## src/rtl/micro_pkg.sv

```systemverilog
// Shared definitions for the microcode sequencer: control-word layout,
// sequencing codes, micro-state numbering and the opcodes it dispatches on.
package micro_pkg;

  localparam int WORD_W = 17;

  localparam int F_BRANCH     = 16;
  localparam int F_PC_UPDATE  = 15;
  localparam int F_REG_WRITE  = 14;
  localparam int F_MEM_WRITE  = 13;
  localparam int F_IR_WRITE   = 12;
  localparam int F_ADR_SRC    = 11;
  localparam int F_RESULT_LO  = 9;
  localparam int F_SRC_A_LO   = 7;
  localparam int F_SRC_B_LO   = 5;
  localparam int F_ALU_OP_LO  = 3;
  localparam int F_SEQ_LO     = 0;

  localparam logic [2:0] SEQ_NEXT  = 3'b000;
  localparam logic [2:0] SEQ_DISP1 = 3'b001;
  localparam logic [2:0] SEQ_DISP2 = 3'b010;
  localparam logic [2:0] SEQ_FETCH = 3'b011;
  localparam logic [2:0] SEQ_ALUWB = 3'b100;

  typedef enum logic [3:0] {
    S_FETCH    = 4'd0,
    S_DECODE   = 4'd1,
    S_MEMADR   = 4'd2,
    S_MEMREAD  = 4'd3,
    S_MEMWB    = 4'd4,
    S_MEMWRITE = 4'd5,
    S_EXECR    = 4'd6,
    S_ALUWB    = 4'd7,
    S_EXECI    = 4'd8,
    S_JAL      = 4'd9,
    S_BEQ      = 4'd10
  } ustate_t;

  localparam logic [6:0] OP_LW  = 7'b0000011;
  localparam logic [6:0] OP_SW  = 7'b0100011;
  localparam logic [6:0] OP_R   = 7'b0110011;
  localparam logic [6:0] OP_I   = 7'b0010011;
  localparam logic [6:0] OP_JAL = 7'b1101111;
  localparam logic [6:0] OP_BEQ = 7'b1100011;

  typedef struct packed {
    logic       branch;
    logic       pc_update;
    logic       reg_write;
    logic       mem_write;
    logic       ir_write;
    logic       adr_src;
    logic [1:0] result_src;
    logic [1:0] alu_src_a;
    logic [1:0] alu_src_b;
    logic [1:0] alu_op;
    logic [2:0] seq;
  } ctrl_word_t;

endpackage

```

## src/rtl/microsequencer_if.sv

```systemverilog
// Bundle of the sequencer's ROM, datapath-control and status signals.
interface microsequencer_if
  import micro_pkg::*;
#(
  parameter int CNT_W   = 32,
  parameter int UADDR_W = 4
);
  logic [6:0]         opcode;
  logic               zero;
  logic               mem_ready;
  logic [WORD_W-1:0]  rom_word;
  logic [UADDR_W-1:0] rom_addr;
  logic               pc_write;
  logic               reg_write;
  logic               mem_write;
  logic               ir_write;
  logic               adr_src;
  logic [1:0]         result_src;
  logic [1:0]         alu_src_a;
  logic [1:0]         alu_src_b;
  logic [1:0]         alu_op;
  logic [CNT_W-1:0]   retired;
  logic               illegal_op;
  logic               seq_error;

  modport master (
    output opcode, zero, mem_ready, rom_word,
    input  rom_addr, pc_write, reg_write, mem_write, ir_write, adr_src,
    input  result_src, alu_src_a, alu_src_b, alu_op, retired, illegal_op, seq_error
  );

  modport slave (
    input  opcode, zero, mem_ready, rom_word,
    output rom_addr, pc_write, reg_write, mem_write, ir_write, adr_src,
    output result_src, alu_src_a, alu_src_b, alu_op, retired, illegal_op, seq_error
  );
endinterface

```

## src/rtl/microsequencer_dispatch_rom.sv

```systemverilog
// Opcode-indexed jump table for both decode dispatches; flags opcodes the
// core does not implement.
module dispatch_rom
  import micro_pkg::*;
#(
  parameter int UADDR_W = 4
) (
  input  logic [6:0]         opcode,
  output logic [UADDR_W-1:0] disp1_target,
  output logic [UADDR_W-1:0] disp2_target,
  output logic               illegal
);

  always_comb begin
    disp1_target = UADDR_W'(S_FETCH);
    disp2_target = UADDR_W'(S_FETCH);
    illegal      = 1'b0;
    case (opcode)
      OP_LW: begin
        disp1_target = UADDR_W'(S_MEMADR);
        disp2_target = UADDR_W'(S_MEMREAD);
      end
      OP_SW: begin
        disp1_target = UADDR_W'(S_MEMADR);
        disp2_target = UADDR_W'(S_MEMWRITE);
      end
      OP_R:    disp1_target = UADDR_W'(S_EXECR);
      OP_I:    disp1_target = UADDR_W'(S_EXECI);
      OP_JAL:  disp1_target = UADDR_W'(S_JAL);
      OP_BEQ:  disp1_target = UADDR_W'(S_BEQ);
      default: illegal = 1'b1;
    endcase
  end

endmodule

```

## src/rtl/microsequencer.sv

```systemverilog
// Micro-PC, control-word unpacking and next-address logic for the multicycle
// RISC-V control store; also counts retired instructions.
module microsequencer
  import micro_pkg::*;
#(
  parameter int CNT_W   = 32,
  parameter int UADDR_W = 4
) (
  input  logic             clk,
  input  logic             reset_n,
  microsequencer_if.slave  bus
);

  ctrl_word_t         word;
  logic [UADDR_W-1:0] upc;
  logic [UADDR_W-1:0] next_upc;
  logic [UADDR_W-1:0] disp1_target;
  logic [UADDR_W-1:0] disp2_target;
  logic               disp_illegal;
  logic               mem_state;
  logic               stall;
  logic [CNT_W-1:0]   retired_q;
  logic               illegal_q;
  logic               seq_error_q;

  assign word = ctrl_word_t'(bus.rom_word);

  dispatch_rom #(.UADDR_W(UADDR_W)) u_dispatch (
    .opcode       (bus.opcode),
    .disp1_target (disp1_target),
    .disp2_target (disp2_target),
    .illegal      (disp_illegal)
  );

  // Only the three memory-access states wait on mem_ready.
  assign mem_state = (upc == UADDR_W'(S_FETCH))
                  || (upc == UADDR_W'(S_MEMREAD))
                  || (upc == UADDR_W'(S_MEMWRITE));
  assign stall     = mem_state && !bus.mem_ready;

  always_comb begin
    next_upc = UADDR_W'(S_FETCH);
    case (word.seq)
      SEQ_NEXT:  next_upc = upc + 1'b1;
      SEQ_DISP1: next_upc = disp1_target;
      SEQ_DISP2: next_upc = disp2_target;
      SEQ_FETCH: next_upc = UADDR_W'(S_FETCH);
      SEQ_ALUWB: next_upc = UADDR_W'(S_ALUWB);
      default:   next_upc = UADDR_W'(S_FETCH);
    endcase
  end

  always_ff @(posedge clk or negedge reset_n) begin
    if (!reset_n) begin
      upc         <= UADDR_W'(S_FETCH);
      retired_q   <= '0;
      illegal_q   <= 1'b0;
      seq_error_q <= 1'b0;
    end else if (!stall) begin
      upc <= next_upc;
      if (word.seq == SEQ_FETCH)
        retired_q <= retired_q + 1'b1;
      if (word.seq == SEQ_DISP1 && disp_illegal)
        illegal_q <= 1'b1;
      if (word.seq > SEQ_ALUWB)
        seq_error_q <= 1'b1;
    end
  end

  // Architectural-state strobes are suppressed during stalls and reset;
  // mem_write must persist so a pending store stays on the bus.
  assign bus.rom_addr   = upc;
  assign bus.pc_write   = reset_n && !stall && (word.pc_update || (word.branch && bus.zero));
  assign bus.reg_write  = reset_n && !stall && word.reg_write;
  assign bus.ir_write   = reset_n && !stall && word.ir_write;
  assign bus.mem_write  = word.mem_write;
  assign bus.adr_src    = word.adr_src;
  assign bus.result_src = word.result_src;
  assign bus.alu_src_a  = word.alu_src_a;
  assign bus.alu_src_b  = word.alu_src_b;
  assign bus.alu_op     = word.alu_op;
  assign bus.retired    = retired_q;
  assign bus.illegal_op = illegal_q;
  assign bus.seq_error  = seq_error_q;

endmodule

```

## src/flat_wrapper.sv

```systemverilog
// flat-port wrapper written by rule: the top's interface ports become plain ports
module microsequencer_flat import micro_pkg::*;
#(
  parameter int CNT_W   = 32,
  parameter int UADDR_W = 4
)
  (clk, reset_n, bus_opcode, bus_zero, bus_mem_ready, bus_rom_word, bus_rom_addr, bus_pc_write, bus_reg_write, bus_mem_write, bus_ir_write, bus_adr_src, bus_result_src, bus_alu_src_a, bus_alu_src_b, bus_alu_op, bus_retired, bus_illegal_op, bus_seq_error);
  microsequencer_if #(.CNT_W(CNT_W), .UADDR_W(UADDR_W)) bus_i ();
  input  logic clk;
  input  logic reset_n;
  input wire logic [$bits(bus_i.opcode)-1:0] bus_opcode;
  input wire logic [$bits(bus_i.zero)-1:0] bus_zero;
  input wire logic [$bits(bus_i.mem_ready)-1:0] bus_mem_ready;
  input wire logic [$bits(bus_i.rom_word)-1:0] bus_rom_word;
  output wire logic [$bits(bus_i.rom_addr)-1:0] bus_rom_addr;
  output wire logic [$bits(bus_i.pc_write)-1:0] bus_pc_write;
  output wire logic [$bits(bus_i.reg_write)-1:0] bus_reg_write;
  output wire logic [$bits(bus_i.mem_write)-1:0] bus_mem_write;
  output wire logic [$bits(bus_i.ir_write)-1:0] bus_ir_write;
  output wire logic [$bits(bus_i.adr_src)-1:0] bus_adr_src;
  output wire logic [$bits(bus_i.result_src)-1:0] bus_result_src;
  output wire logic [$bits(bus_i.alu_src_a)-1:0] bus_alu_src_a;
  output wire logic [$bits(bus_i.alu_src_b)-1:0] bus_alu_src_b;
  output wire logic [$bits(bus_i.alu_op)-1:0] bus_alu_op;
  output wire logic [$bits(bus_i.retired)-1:0] bus_retired;
  output wire logic [$bits(bus_i.illegal_op)-1:0] bus_illegal_op;
  output wire logic [$bits(bus_i.seq_error)-1:0] bus_seq_error;
  assign bus_i.opcode = bus_opcode;
  assign bus_i.zero = bus_zero;
  assign bus_i.mem_ready = bus_mem_ready;
  assign bus_i.rom_word = bus_rom_word;
  assign bus_rom_addr = bus_i.rom_addr;
  assign bus_pc_write = bus_i.pc_write;
  assign bus_reg_write = bus_i.reg_write;
  assign bus_mem_write = bus_i.mem_write;
  assign bus_ir_write = bus_i.ir_write;
  assign bus_adr_src = bus_i.adr_src;
  assign bus_result_src = bus_i.result_src;
  assign bus_alu_src_a = bus_i.alu_src_a;
  assign bus_alu_src_b = bus_i.alu_src_b;
  assign bus_alu_op = bus_i.alu_op;
  assign bus_retired = bus_i.retired;
  assign bus_illegal_op = bus_i.illegal_op;
  assign bus_seq_error = bus_i.seq_error;
  microsequencer #(.CNT_W(CNT_W), .UADDR_W(UADDR_W)) u_core (.clk(clk), .reset_n(reset_n), .bus(bus_i));
endmodule
```

## config.mk

```make
export PLATFORM = sky130hd
export DESIGN_NAME = microsequencer_flat
export DESIGN_NICKNAME = d
export VERILOG_FILES = /design/src/rtl/micro_pkg.sv /design/src/rtl/microsequencer_if.sv /design/src/rtl/microsequencer_dispatch_rom.sv /design/src/rtl/microsequencer.sv /design/src/flat_wrapper.sv
export SDC_FILE = /design/constraint.sdc
export NUM_CORES = 1
export LEC_CHECK = 0
export BUFFER_PORTS_ARGS = -buffer_cell sky130_fd_sc_hd__buf_2
export CAP_MARGIN = 30
export CORE_ASPECT_RATIO = 1.5
export CORE_MARGIN = 2
export CORE_UTILIZATION = 39
export DETAILED_ROUTE_END_ITERATION = 12
export PLACE_DENSITY = 0.63
export RECOVER_POWER = 100
export SLEW_MARGIN = 15
export SYNTH_ARGS = -nofsm -noshare
export SYNTH_HDL_FRONTEND = slang
export SYNTH_HIERARCHICAL = 1
export SYNTH_SLANG_ARGS = --single-unit
```

## constraint.sdc

```tcl
create_clock -name clk -period 5.2 [get_ports clk]
set_clock_uncertainty 0.2 [all_clocks]
set_input_delay 0.78 -clock clk [delete_from_list [all_inputs] [get_ports clk]]
set_output_delay 0.78 -clock clk [all_outputs]
set_load 0.01 [all_outputs]
```

==> results.cfg, run 1 <==
[timing]
layout_min_cycle_time_ns = 2.927
setup_viol = 0
slew_viol_final = 0
min_period_over_period_pct = 56.28
fmax_mhz = 341.7
hold_viol = 0
max-slew-margin-rel_pct = 43.35
grt_setup_unrepaired = false
setup_total_negative_slack_ns = 0
worst-slew-pin-transition_ns = 0.8433

[synth]
yosysWarnings = 6
syn_area_per_cell_um2 = 9.852
synth.yosys.seq_area_share_pct = 45.10
synth_top_flop_cell = dfrtp_1
ys_types = 43
number_of_synthesized_register_bits = 38
mappedNetlistNets = 246
synth_enable_flop_cells = 0
ys_async_sr_fraction_pct = 100.0
synthesis.area_um2 = 2108
syn-instance-count = 214

[detailed_routing]
detail_route.vias_per_cell = 5.093
drc = 0
routedWlPerCell_um = 13.48
initialDrtViolationCount = 78
drt_wl_total_mm = 4.503
drtAntennaViolNets = 0
drt_pass_1_iters = 4
detailroute.via_count = 1701

[run]
drv.max_cap_violation_count = 0

[pwr]
powerDensity_nw_per_um2 = 269.4
p_leak_nw = 1.049
max-vdd-ir-drop_mv = 0.1345

[global_route]
final_global_route_overflow_total = 0
antenna_violations_before_repair = 0
grt_max_degree = 42
track_usage_pct = 15.74
first_global_vias = 1576
grt_first_pass_wirelength_mm = 7.362

[clock_tree]
cts.clk_slew.worst_paths_ns = 0.07
cts_hold_repair_buffers = 0
ctsHtreeMaxLevel = 2
cts_buffer_depth = 2
cts_root_buf = clkbuf_8
number_of_buffers_created_by_cts = 5
cts.sinks = 38
post_cts.resized_instances = 0
cts_tree = built
post_cts_buffers = 0
clock_insertion_delay_worst_skew_ns = 0.29

[worst_setup_path]
startpoint_of_the_lowest_slack_register_to_register_path = u_core/bus.rom_addr[0]$_DFFE_PN0P_
slowest_stage = dfrtp_1
largest_fanout_on_the_critical_path = 7
timing.critical_path.depth = 6
endpoint_of_the_worst_slack_reg_to_reg_timing_path = u_core/bus.retired[26]$_DFFE_PN0P_
critPathBufInv = 1
cpLargestDelayFamily = simple AND/OR/NAND/NOR gates
number_of_cells_on_the_worst_reg_to_reg_path = 6
crit_chain = ha_1, or3_1, nand3_1, nand2_1, nor2_1, clkbuf_1
setup.reg_to_reg.worst_slack_ns = 2.44
setup.worst_path.class = flop to primary output
critical_path.max_stage_delay_ns = 0.43
worstPathRequired_ns = 4.22
crit_arrival_ns = 1.95
startpoint_type = flop
endpoint_kind = primary output

[hold_path]
hold_start = u_core/bus.illegal_op$_DFFE_PN0P_
hold_class = flop to flop
worst_hold_path.num_cells = 1
whs_endpoint = u_core/bus.illegal_op$_DFFE_PN0P_

[placement]
globalplace.congestion = 0.7725
hpwlAfterDp_mm = 3.388
place.port_buffers = 58
place.detailed.instances = 328

[finish]
final_cell_mix = clkbuf_1, dfrtp_1, xnor2_1, nand2_1, buf_2
most_common_cell_after_layout_fill_and_taps_aside = clkbuf_1
finalNetCount = 299
area_growth_syn_to_layout_pct = 13.77
layout_cells_sized_above_1_pct = 10.90
finalNonFillerCells = 334
num_antenna_cells = 0
fillers = 516

[floorplanning]
floorplan.core_area_um2 = 5165
initial_utilization_pct = 40.82
fp.dieArea_um2 = 6022
dieWidth_um = 64.03
chipHeight_um = 94.05
boundaryPins = 79
placement_rows = 32

[outcome]
outcome = finished clean
-- worst max-delay path by stage --
stage / start / to / slack (ns)
after global routing: u_core/bus.rom_addr[0]$_DFFE_PN0P_ / bus_pc_write / 2.07
after CTS: u_core/bus.rom_addr[0]$_DFFE_PN0P_ / bus_pc_write / 2.32
after global placement: bus_mem_ready / bus_ir_write / 2.48
after floorplan: u_core/bus.rom_addr[0]$_DFFE_PN0P_ / bus_pc_write / 2.75
final: u_core/bus.rom_addr[0]$_DFFE_PN0P_ / bus_pc_write / 2.27
after detailed placement: bus_mem_ready / bus_reg_write / 2.46
-- flip-flops by register name, indices dropped and copies added (netlist names) --
signal	flops
u_core/bus.rom_addr	4
u_core/bus.illegal_op	1
u_core/bus.seq_error	1
u_core/bus.retired	32
-- cell usage after synthesis (all sizes together) (2+ instances only) --
master	instances	area share, %
a211o	2	0.83
or3	3	1.1
nand2b	3	0.89
buf	12	4.1
nor2b	2	0.59
and3	5	1.5
ha	4	2.4
nand3	15	3.6
o21ai	6	1.4
nand4	6	1.8
inv	9	1.6
a21oi	4	1.1
nor3	14	4.5
and4	2	0.83
or4	3	1.2
dfrtp	38	45
nand2	17	3.0
a31o	2	0.83
nor4	2	0.59
xor2	12	5.0
nor2	13	2.3
or2	3	0.89
a22oi	2	0.71
xnor2	21	8.7
-- where the power goes --
part           total, mW  internal [mW]  switching (mW)
sequential         0.340          0.314          0.0253
combinational      0.110         0.0438          0.0657
clock              0.197          0.102          0.0947
total              0.646          0.460           0.186
-- cell families (layout without fill, tap and decap cells) --
group | count (synthesis) | count (layout) | synth area share [%]
AOI/OAI and AO/OA | 23 | 23 | 7.657
xor gates and xnor gates | 33 | 33 | 13.71
adders and majority gates | 5 | 5 | 2.849
buffers and inverters | 22 | 74 | 5.875
DFF | 38 | 38 | 45.10
muxes | 2 | 2 | 1.009
other | 1 | 1 | 0.1779
and+or+nand+nor | 90 | 90 | 23.62
-- layer usage --
metal	global-route usage, %	vias up	wire, um
met4	6.703	0	87
met1	18.83	818	1858
met2	27.17	41	2327
met3	3.118	8	230
li1	-	834	-
met5	0	-	0
-- per-stage QoR --
step	cell area (um2)	power, mW	setup WS (ns)	hold WS [ns]	utilization, %
global route	2399	0.6824	2.071	0.3000	46.44
finish	2399	0.6461	2.273	0.2672	46.44
CTS	2484	0.6639	2.320	0.2677	48.09
global placement	2401	0.4613	2.484	0.2581	46.49
floorplan	2108	0.4157	2.755	0.2844	-
detailed placement	2401	0.4641	2.463	0.2510	46.49
-- layout make-up --
class | instances | area [um2] | share of cell area [%]
inverters | 9 | 33.78 | 1.408
well taps | 68 | 85.08 | 3.547
clock buffers | 6 | 82.58 | 3.443
multi-input cells | 154 | 1001 | 41.73
flip-flops and latches | 38 | 950.9 | 39.65
repair buffers | 59 | 245.2 | 10.22
(Power assumes the default switching activity.)
==> run 2, diff against run 1 <==
Clock period 5.2 ns to 2.8 ns, I/O delays scaled along.
==> results.cfg, run 2 (synthesized netlist as in run 1, its figures left out) <==
[outcome]
outcome = finished, violations left
failed_checks = max-capacitance violations, max-slew violations

[pwr]
p_leak_nw = 1.057
comb_power_share_pct = 16.6
power.switching_mw = 0.3563
power_switching_share_pct = 29.22
p_int_mw = 0.8630
power.clock.fraction_pct = 31.9
max-vdd-ir-drop_mv = 0.3144
powerDensity_nw_per_um2 = 502.3
pwr-share-seq_pct = 51.5

[detailed_routing]
detail_route.vias_per_cell = 5.098
routedWlPerCell_um = 13.83
initialDrtViolationCount = 50
detailroute.via_count = 1723
drt_pass_1_iters = 5
drtAntennaViolNets = 0
drc = 0
drt_wl_total_mm = 4.674

[clock_tree]
clock_insertion_delay_worst_skew_ns = 0.29
cts.sinks = 38
cts.clk_slew.worst_paths_ns = 0.07
post_cts_buffers = 0
number_of_buffers_created_by_cts = 5
cts_tree = built
ctsHtreeMaxLevel = 2
cts_buffer_depth = 2
cts_root_buf = clkbuf_8
post_cts.resized_instances = 0
cts_hold_repair_buffers = 0

[run]
drv.max_cap_violation_count = 1

[worst_setup_path]
endpoint_kind = flop
largest_fanout_on_the_critical_path = 6
setup.worst_path.start = u_core/bus.rom_addr[0]$_DFFE_PN0P_
startpoint_type = flop
startpoint_of_the_lowest_slack_register_to_register_path = u_core/bus.rom_addr[0]$_DFFE_PN0P_
worstPathRequired_ns = 2.80
setup.worst_path.class = flop to flop
crit_arrival_ns = 2.58

[global_route]
track_usage_pct = 16.86
grt_first_pass_wirelength_mm = 7.886
first_global_vias = 1709
final_global_route_overflow_total = 0
grt_max_degree = 39
antenna_violations_before_repair = 0

[floorplanning]
fp.dieArea_um2 = 6022
placement_rows = 32
chipHeight_um = 94.05
initial_utilization_pct = 40.82
dieWidth_um = 64.03
floorplan.core_area_um2 = 5165
boundaryPins = 79

[timing]
layout_min_cycle_time_ns = 2.578
setup_total_negative_slack_ns = 0
hold_viol = 0
grt_setup_unrepaired = false
worst-slew-pin-transition_ns = 1.978
slew_viol_final = 39
worst_slack_ns = 0.2225
fmax_mhz = 388.0
min_period_over_period_pct = 92.05
max-slew-margin-rel_pct = -31.87
setup_viol = 0

[finish]
final_cell_mix = clkbuf_1, dfrtp_1, xnor2_1, nand2_1
most_common_cell_after_layout_fill_and_taps_aside = clkbuf_1
fin_util_pct = 47.00
largest_register_ffs = 32
layout_cells_sized_above_1_pct = 12.22
finalNonFillerCells = 338
area_growth_syn_to_layout_pct = 15.13
fillers = 532
design_area_um2 = 2427
num_antenna_cells = 0
finalNetCount = 301

[placement]
hpwlAfterDp_mm = 3.530
dpl-instance-area_um2 = 2416
detailedPlace.worstSlack_ns = 0.3220
place.port_buffers = 58
globalplace.congestion = 0.7944
place.detailed.instances = 330

[hold_path]
hold_start = bus_rom_word[2]
hold_class = input port to flop
## run 2: changes by cell type in the layout (fill, tap and decap cells not counted), sizes merged
| cell | previous run | this run |
|---|---|---|
| clkbuf | 48 | 52 |
| buf | 17 | 16 |
| clkinv | 0 | 1 |
## run 2: path summary, 6_finish.rpt
check / cells past startpoint / to / slack (ns)
min in group asynchronous: 2 / u_core/bus.retired[6]$_DFFE_PN0P_ / 0.68
hold / removal: 2 / u_core/bus.rom_addr[3]$_DFFE_PN0P_ / 0.20
max in group asynchronous: 2 / u_core/bus.retired[29]$_DFFE_PN0P_ / 0.58
setup reg to reg: 6 / u_core/bus.retired[31]$_DFFE_PN0P_ / 0.22
hold reg to reg: 1 / u_core/bus.illegal_op$_DFFE_PN0P_ / 0.28
setup / recovery: 6 / u_core/bus.retired[31]$_DFFE_PN0P_ / 0.22
## run 2: power by group through the flow
stage / registers (mW) / clock network [mW] / logic, mW
after global routing: 0.636 / 0.428 / 0.234
after detailed placement: 0.639 / 0 / 0.221
final: 0.628 / 0.389 / 0.202
after CTS: 0.629 / 0.401 / 0.221
after floorplan: 0.647 / 0 / 0.125
after global placement: 0.639 / 0 / 0.218
## run 2: area by class of cell
| class | instances | area, um2 | area share [%] |
|---|---|---|---|
| Inverter | 9 | 33.78 | 1.392 |
| Sequential cell | 38 | 950.9 | 39.18 |
| Multi-Input combinational cell | 154 | 1013 | 41.75 |
| Timing Repair Buffer | 61 | 252.7 | 10.41 |
| Tap cell | 68 | 85.08 | 3.505 |
| Clock inverter | 1 | 5.005 | 0.2062 |
| Clock buffer | 7 | 86.33 | 3.557 |
## run 2: layer usage
metal	vias to the layer above	global-route usage, %	wire [um]
met4	0	6.522	54
met1	822	20.37	1954
met3	6	2.998	232
met5	-	0	0
met2	50	29.43	2432
li1	845	-	-
## run 2: through the flow
stage | power [mW] | hold slack, ns
6_report | 1.219 | 0.2020
5_1_grt | 1.298 | 0.2269
4_1_cts | 1.251 | 0.1083
3_5_place_dp | 0.8593 | 0.2661
3_3_place_gp | 0.8572 | 0.2644
2_1_floorplan | 0.7721 | -0.07559
## run 2: critical path: stages, from the launching register on
cell	delay (ns)
dfrtp_1	0.42
ha_1	0.24
or3_1	0.43
a31o_1	0.27
or4_4	0.53
nor3_1	0.24
xor2_1	0.17
